===== src/rtl/dm_store_tracer.sv =====
// dm_store_tracer: snoops data-memory stores into an FWFT record FIFO,
// halts capture a programmable number of cycles after the halt instruction.
module dm_store_tracer #(
    parameter int                 PC_W         = 16,
    parameter int                 ADDR_W       = 16,
    parameter int                 DATA_W       = 16,
    parameter int                 DEPTH        = 16,
    parameter logic [DATA_W-1:0]  HALT_INSTR   = 16'hF000,
    parameter int                 DRAIN_CYCLES = 1,
    parameter int                 DROP_W       = 8
) (
    input  logic                      clk,
    input  logic                      rst,
    input  logic [DATA_W-1:0]         mem_instr,
    input  logic [PC_W-1:0]           id_pc,
    input  logic [ADDR_W-1:0]         dm_addr,
    input  logic [DATA_W-1:0]         dm_wdata,
    input  logic                      dm_we,
    input  logic                      dm_re,
    input  logic                      rd_en,
    output logic                      rd_valid,
    output logic [PC_W-1:0]           rd_pc,
    output logic [ADDR_W-1:0]         rd_addr,
    output logic [DATA_W-1:0]         rd_data,
    output logic [$clog2(DEPTH):0]    count,
    output logic                      overflow,
    output logic [DROP_W-1:0]         dropped,
    output logic                      halted,
    output logic                      done
);

    localparam int AW = $clog2(DEPTH);
    localparam int PW = AW + 1;
    localparam logic [7:0] DRAIN_INIT = 8'(DRAIN_CYCLES);

    typedef enum logic [1:0] {
        RUN   = 2'd0,
        DRAIN = 2'd1,
        STOP  = 2'd2
    } state_t;

    state_t              state_q;
    logic [7:0]          drain_q;
    logic                halted_q;
    logic                done_q;
    logic                overflow_q;
    logic [DROP_W-1:0]   dropped_q;
    logic [PW-1:0]       wr_q, wr_d;
    logic [PW-1:0]       rd_q, rd_d;

    logic [PC_W-1:0]     pc_mem   [DEPTH];
    logic [ADDR_W-1:0]   addr_mem [DEPTH];
    logic [DATA_W-1:0]   data_mem [DEPTH];

    logic empty, full, cap, pop, push, drop;

    // Occupancy flags and the push/pop/drop decision for this edge.
    always_comb begin
        empty = (wr_q == rd_q);
        full  = (wr_q[AW] != rd_q[AW]) &&
                (wr_q[AW-1:0] == rd_q[AW-1:0]);
        // rst gating keeps a write from landing while reset is held
        cap   = dm_we & ~dm_re & (state_q != STOP) & ~rst;
        pop   = rd_en & ~empty;
        push  = cap & (~full | pop);
        drop  = cap & full & ~pop;
        wr_d  = wr_q + PW'(push);
        rd_d  = rd_q + PW'(pop);
    end

    // Record storage; stale contents are unreachable once pointers reset.
    always_ff @(posedge clk) begin
        if (push) begin
            pc_mem[wr_q[AW-1:0]]   <= id_pc;
            addr_mem[wr_q[AW-1:0]] <= dm_addr;
            data_mem[wr_q[AW-1:0]] <= dm_wdata;
        end
    end

    // FIFO pointers and overflow bookkeeping.
    always_ff @(posedge clk or posedge rst) begin
        if (rst) begin
            wr_q       <= '0;
            rd_q       <= '0;
            overflow_q <= 1'b0;
            dropped_q  <= '0;
        end else begin
            wr_q <= wr_d;
            rd_q <= rd_d;
            if (drop) begin
                overflow_q <= 1'b1;
                if (dropped_q != '1)
                    dropped_q <= dropped_q + DROP_W'(1);
            end
        end
    end

    // Halt sequencing: RUN -> (DRAIN) -> STOP, with sticky halted/done.
    always_ff @(posedge clk or posedge rst) begin
        if (rst) begin
            state_q  <= RUN;
            drain_q  <= '0;
            halted_q <= 1'b0;
            done_q   <= 1'b0;
        end else begin
            done_q <= done_q | ((state_q == STOP) & empty);
            unique case (state_q)
                RUN: begin
                    if (mem_instr == HALT_INSTR) begin
                        halted_q <= 1'b1;
                        drain_q  <= DRAIN_INIT;
                        state_q  <= (DRAIN_INIT != 8'd0) ? DRAIN : STOP;
                    end
                end
                DRAIN: begin
                    if (drain_q <= 8'd1) begin
                        drain_q <= '0;
                        state_q <= STOP;
                    end else begin
                        drain_q <= drain_q - 8'd1;
                    end
                end
                STOP: ;
                default: state_q <= STOP;
            endcase
        end
    end

    assign rd_valid = ~empty;
    assign rd_pc    = empty ? '0 : pc_mem[rd_q[AW-1:0]];
    assign rd_addr  = empty ? '0 : addr_mem[rd_q[AW-1:0]];
    assign rd_data  = empty ? '0 : data_mem[rd_q[AW-1:0]];
    assign count    = wr_q - rd_q;
    assign overflow = overflow_q;
    assign dropped  = dropped_q;
    assign halted   = halted_q;
    assign done     = done_q;

endmodule


===== config.mk =====
export PLATFORM = sky130hd
export DESIGN_NAME = dm_store_tracer
export DESIGN_NICKNAME = d
export VERILOG_FILES = /design/src/rtl/dm_store_tracer.sv
export SDC_FILE = /design/constraint.sdc
export NUM_CORES = 1
export LEC_CHECK = 0
export ABC_CLOCK_PERIOD_IN_PS = 6300
export CORE_ASPECT_RATIO = 0.5
export CORE_MARGIN = 1.5
export CORE_UTILIZATION = 30
export DETAILED_ROUTE_END_ITERATION = 6
export HOLD_SLACK_MARGIN = 0.05
export PLACE_DENSITY = 0.44
export SLEW_MARGIN = 10
export SYNTH_ARGS = -nofsm -noshare
export SYNTH_HDL_FRONTEND = slang
export SYNTH_SLANG_ARGS = --single-unit

===== constraint.sdc =====
create_clock -name clk -period 6.3 [get_ports clk]
set_clock_uncertainty 0.05 [all_clocks]
set_input_delay 1.89 -clock clk [delete_from_list [all_inputs] [get_ports clk]]
set_output_delay 1.89 -clock clk [all_outputs]
set_load 0.005 [all_outputs]

# Word-level counts from Yosys, hierarchy flattened

Memories as Yosys holds them, arrays and structs flattened.
Cells that the tools add are included.

Add/sub/neg operators: 5
Magnitude comparators: 1
Equal/unequal tests: 10
Multiplexer cells: 11
Bitwise logic cells: 16
Reduce and logical (&&, ||, !) cells: 7

Operators by type and width:

| kind                                                 | count |
|---|---|
| two-way mux 16 bit                                   | 3 |
| == test 16 bit (second input constant)               | 1 |
| two-way mux 8 bit                                    | 2 |
| one-hot mux 8 bit (2 select lines)                   | 1 |
| adder 5 x 1 -> 5 bit                                 | 2 |
| adder 8 x 1 -> 8 bit (second input constant)         | 1 |
| bitwise AND 1 bit                                    | 8 |
| <= comparator 8 x 1 -> 1 bit (second input constant) | 1 |
| inequality test 8 bit (second input constant)        | 1 |
| subtractor 8 x 1 -> 8 bit (second input constant)    | 1 |
| inequality test 2 bit (second input constant)        | 3 |
| inverter 1 bit                                       | 6 |
| one-hot mux 2 bit (3 select lines)                   | 1 |
| AND reduction 2 bit                                  | 3 |
| == test 5 bit                                        | 1 |
| subtractor 5 bit                                     | 1 |
| == test 4 bit                                        | 1 |
| two-way mux 2 bit                                    | 2 |
| AND reduction 3 bit                                  | 1 |
| == test 2 x 1 -> 1 bit (second input constant)       | 1 |
| == test 2 bit (second input constant)                | 1 |
| logical NOT 2 bit                                    | 1 |
| two-way mux 1 bit                                    | 2 |
| OR 1 bit                                             | 2 |
| other kinds (3)                                      | 3 |

Register bits after elaboration: 31
RAM bits: 768
Output and inout port bits: 65
Memories kept: 3

Memory list:

| memory   | words | bits a word | rd ports | clocked after memory_dff | wr ports | line | RTL |
|---|---|---|---|---|---|---|---|
| addr_mem | 16    | 16          | 1        | 0                        | 1        | 52   | `logic [ADDR_W-1:0] addr_mem [DEPTH];` |
| data_mem | 16    | 16          | 1        | 0                        | 1        | 53   | `logic [DATA_W-1:0] data_mem [DEPTH];` |
| pc_mem   | 16    | 16          | 1        | 0                        | 1        | 51   | `logic [PC_W-1:0] pc_mem [DEPTH];` |

# Logic depth before layout (Yosys ltp)

Depth after elaboration: 7
Gate-level depth with buffers: 12
Mapped depth without buffers: 9

# Worst setup path before layout

No wires, ideal clock.

Path kind: input -> register
From: input dm_re
To: memory addr_mem[2][0] (enable)
Setup time: 513 ps
Data arrival time: 5,796 ps
Data required time: 5,737 ps
Slack: -59 ps
Cell stages on the path: 4
Path buffers: 0
Cell sequence: nor3b_1 o311a_2 nand3_1 nor3_1

Longest elaborated chain between the ends: 7

RTL lines:

| what                                    | line | RTL |
|---|---|---|
| start: declaration                      | 19   | `input logic dm_re,` |
| inverter 1 bit                          | 63   | `cap = dm_we & ~dm_re & (state_q != STOP) & ~rst;` |
| bitwise AND 1 bit (3 in series)         | 63   |  |
| bitwise AND 1 bit                       | 65   | `push = cap & (~full \| pop);` |
| two-way mux 1 bit                       | 73   | `if (push) begin` |
| two-way mux 1 bit (implied by the code) | 75   | `addr_mem[wr_q[AW-1:0]] <= dm_addr;` |
| end: declaration                        | 52   |  |

No other way between the ends.

# Worst setup path in the final report

From: register rd_q[1]
To: output rd_data[14]

Longest elaborated chain between the ends: 2
Elaborated cells on any way between the ends: 3
Classes of those cells: eq/ne (1); mux (1); memory (1)

RTL lines:

| what                                                       | line | RTL |
|---|---|---|
| start: declaration                                         | 49   | `logic [PW-1:0] rd_q, rd_d;` |
| start signal: assignment                                   | 89   | `rd_q <= rd_d;` |
| memory read (16 x 16 bit) or == test 5 bit (tied branches) | -    |  |
| two-way mux 16 bit (*)                                     | 132  | `assign rd_data = empty ? '0 : data_mem[rd_q[AW-1:0]];` |
| end: declaration                                           | 24   | `output logic [DATA_W-1:0] rd_data,` |

Every way passes the cells marked *; elsewhere a longest branch is shown, timed or not.

==> impl_metrics.json <==
{
  "path_clk_slew_ns": 0.06,
  "cp-start-kind": "register",
  "port_buffers": 133,
  "leakage_nw": 11.56,
  "ir_drop_mv": 0.3813,
  "worstPathArrival_ns": 3.86,
  "yosysWarnings": 0,
  "synth.avg_cell_area_sq_um": 21.06,
  "r2r_slack_ns": 2.98,
  "die_w_um": 456.4,
  "hold_path_class": "reg2reg",
  "finalCritPeriodShare_pct": 92.09,
  "synth_seq_area_share_pct": 77.31,
  "dp_cells": 2903,
  "synth_seq_cells": 799,
  "nets": 1721,
  "grt_antenna_before_repair": 0,
  "n_antenna_cell": 0,
  "instances_no_fill": 3042,
  "coreArea_sq_um": 101000,
  "synth_top_family_by_area": "multiplexers",
  "postRouteAntennaNets": 0,
  "rows": 82,
  "p_per_area_nw_per_um2": 423.0,
  "ys_async_sr_fraction_pct": 3.880,
  "rr_startpoint": "wr_q[2]",
  "final_hold_viol_count": 0,
  "synthToLayoutAreaGrowth_pct": 18.81,
  "clk_latency_ns": 0.64,
  "cts_resized": 0,
  "drive_gt1_share_pct": 21.73,
  "slew_violations": 0,
  "htreeDepth": 3,
  "grt_pass1_vias": 15710,
  "slew_headroom_pct": 38.40,
  "hpwlAfterDp_um": 38130,
  "syn_inst": 1464,
  "die_area_sq_um": 104800,
  "setup-violations-final": 0,
  "initial_utilization_pct": 30.54,
  "period_needed_ns": 5.802,
  "route.detailed.drc": 0,
  "ys_dominant_reg_cell": "edfxtp_1",
  "timing.fmax_mhz": 172.4,
  "grt_max_degree": 105,
  "wirelength_um": 77300,
  "tightestPinTransition_ns": 0.9241,
  "path_class": "reg2out",
  "cts.sinks": 799,
  "final_area_sq_um": 36630,
  "cts_setup_buffers": 0,
  "outcome": "finished clean",
  "root_buffer": "clkbuf_16",
  "synth_compound_area_share_pct": 2.240,
  "worst-path-max-fanout": 54,
  "firstDrtPassIters": 5,
  "synth_xor_area_share_pct": 0.4545,
  "cp_data_required_time_ns": 4.36,
  "tritoncts": "yes",
  "cts_buffers": 79,
  "via_per_inst": 4.850,
  "pin_count": 134,
  "grt.overflow.total": 0,
  "p_total_w": 0.01550,
  "maxCapViolations": 0,
  "finalSetupTns_ns": 0,
  "rsz0062_at_grt": "false",
  "die_h_um": 229.7,
  "crit_end": "rd_data[14]",
  "critPathLaunch": "rd_q[1]",
  "ys_types": 47,
  "grt.total_usage_pct": 14.84,
  "synth_fp_nets": 1545,
  "wl_per_cell_um": 25.41,
  "whs_ns": 0.4262,
  "end_kind": "output pin",
  "synth_area_sq_um": 30830,
  "holdBufCountCts": 0,
  "muxShareOfSynthArea_pct": 14.11,
  "initialDrtViolationCount": 1121,
  "cts.path.max_buffers": 3,
  "yosys.area_share.simple_pct": 4.168,
  "timing.rr.end": "addr_mem[3][4]",
  "placed_area_sq_um": 34200,
  "synth_fa_ha_area_share_pct": 0.5113,
  "reg2regPathDepth": 6,
  "routabilityCongestion": 0.7181,
  "synth-edff-count": 768,
  "grt_pass1_wl_um": 112500,
  "dr_total_vias": 14750
}
[cell usage in the layout (no fill, tap or decap), types with 19 or more instances in the layout]
| master | synthesis | routed |
|---|---|---|
| nor2b_1 | 52 | 52 |
| dfrtp_1 | 31 | 28 |
| clkbuf_16 | 0 | 80 |
| mux4_2 | 192 | 192 |
| clkbuf_1 | 36 | 19 |
| clkdlybuf4s50_1 | 0 | 133 |
| edfxtp_1 | 768 | 768 |
| buf_12 | 0 | 19 |
| nand2_1 | 155 | 155 |
| a221o_1 | 48 | 48 |
[cells in the mapped netlist, types with 2 or more instances]
cell | instances | area share (%)
o31ai_1 | 2 | 0.049
inv_1 | 13 | 0.16
nand2_1 | 155 | 1.9
xnor2_1 | 9 | 0.26
o21bai_1 | 3 | 0.073
mux4_2 | 192 | 14
edfxtp_1 | 768 | 75
xor2_1 | 7 | 0.20
a21o_1 | 2 | 0.049
ha_1 | 11 | 0.45
nand2b_1 | 5 | 0.10
or3_1 | 4 | 0.081
nand4_1 | 2 | 0.041
nor2_1 | 20 | 0.24
a21oi_1 | 3 | 0.049
dfrtp_1 | 31 | 2.5
nand3_1 | 13 | 0.21
o21ai_0 | 7 | 0.11
a221o_1 | 48 | 1.6
buf_2 | 23 | 0.37
clkbuf_1 | 36 | 0.44
nor3_1 | 8 | 0.13
buf_1 | 14 | 0.17
or4_1 | 4 | 0.097
nor2b_1 | 52 | 1.1
o211ai_1 | 4 | 0.097
nor4_1 | 8 | 0.16
[per-stage QoR]
stage                     util, %  worst slack (ns)
after floorplan                 -             1.223
after global placement      33.87             1.056
after detailed placement    33.87             1.078
after CTS                   36.29            0.3788
after global routing        36.29            0.2572
final                       36.29            0.4981
[where the power goes]
group	leakage (nW)	internal, W	switching [W]	total (W)
clock network	1.21	0.00257	0.00199	0.00457
registers	7.29	0.00599	0.0000903	0.00608
logic	3.07	0.00241	0.00244	0.00485
[final cells by class]
class / count / area, sq um
Clock inverter: 37 / 320.3
Clock buffer: 102 / 2115
Sequential cell: 799 / 23850
Inverter: 14 / 52.55
Fill cell: 9383 / 64320
Multi-Input combinational cell: 576 / 6771
Timing Repair Buffer: 170 / 1847
Tap cell: 1344 / 1682
[cells by family (layout without fill, tap and decap cells)]
kind of cell	after synthesis	after routing
adder cells (fa/ha/maj)	12	12
flip-flops	799	799
buffers and inverters	89	323
AND/OR/NAND/NOR	277	277
AO/OA/AOI/OAI	77	77
multiplexers	194	194
XOR/XNOR	16	16
[worst min-delay path by stage]
| stage | slack (ns) | startpoint | end | cells after the start |
|---|---|---|---|---|
| floorplan | 0.41 | halted | halted | 1 |
| global placement | 0.40 | halted | halted | 1 |
| detailed placement | 0.40 | halted | halted | 1 |
| CTS | 0.43 | halted | halted | 1 |
| global route | 0.44 | overflow | overflow | 1 |
| finish | 0.43 | halted | halted | 1 |
[layer usage]
metal	up-vias	share of wire, %	GRT usage (%)
met3	96	3.1	2.617
met2	238	49	24.53
met5	-	0	0
li1	6396	-	-
met1	8024	46	20.49
met4	0	1.7	3.334
[state kept, by name, indices dropped and copies added, names as in the netlist]
signal and count:
pc_mem 256, done 1, dropped 8, data_mem 256, overflow 1, drain_q 8
addr_mem 256, state_q 2, halted 1, rd_q 5, wr_q 5
[worst max-delay path: stages, from the launching register on]
cell	delay, ns
dfrtp_4	0.40
buf_4	0.53
buf_4	0.80
mux4_2	0.42
nand2_1	0.08
nand2_1	0.07
a221o_1	0.38
clkdlybuf4s50_1	0.47
No activity file was read; power rests on OpenSTA's default activity.
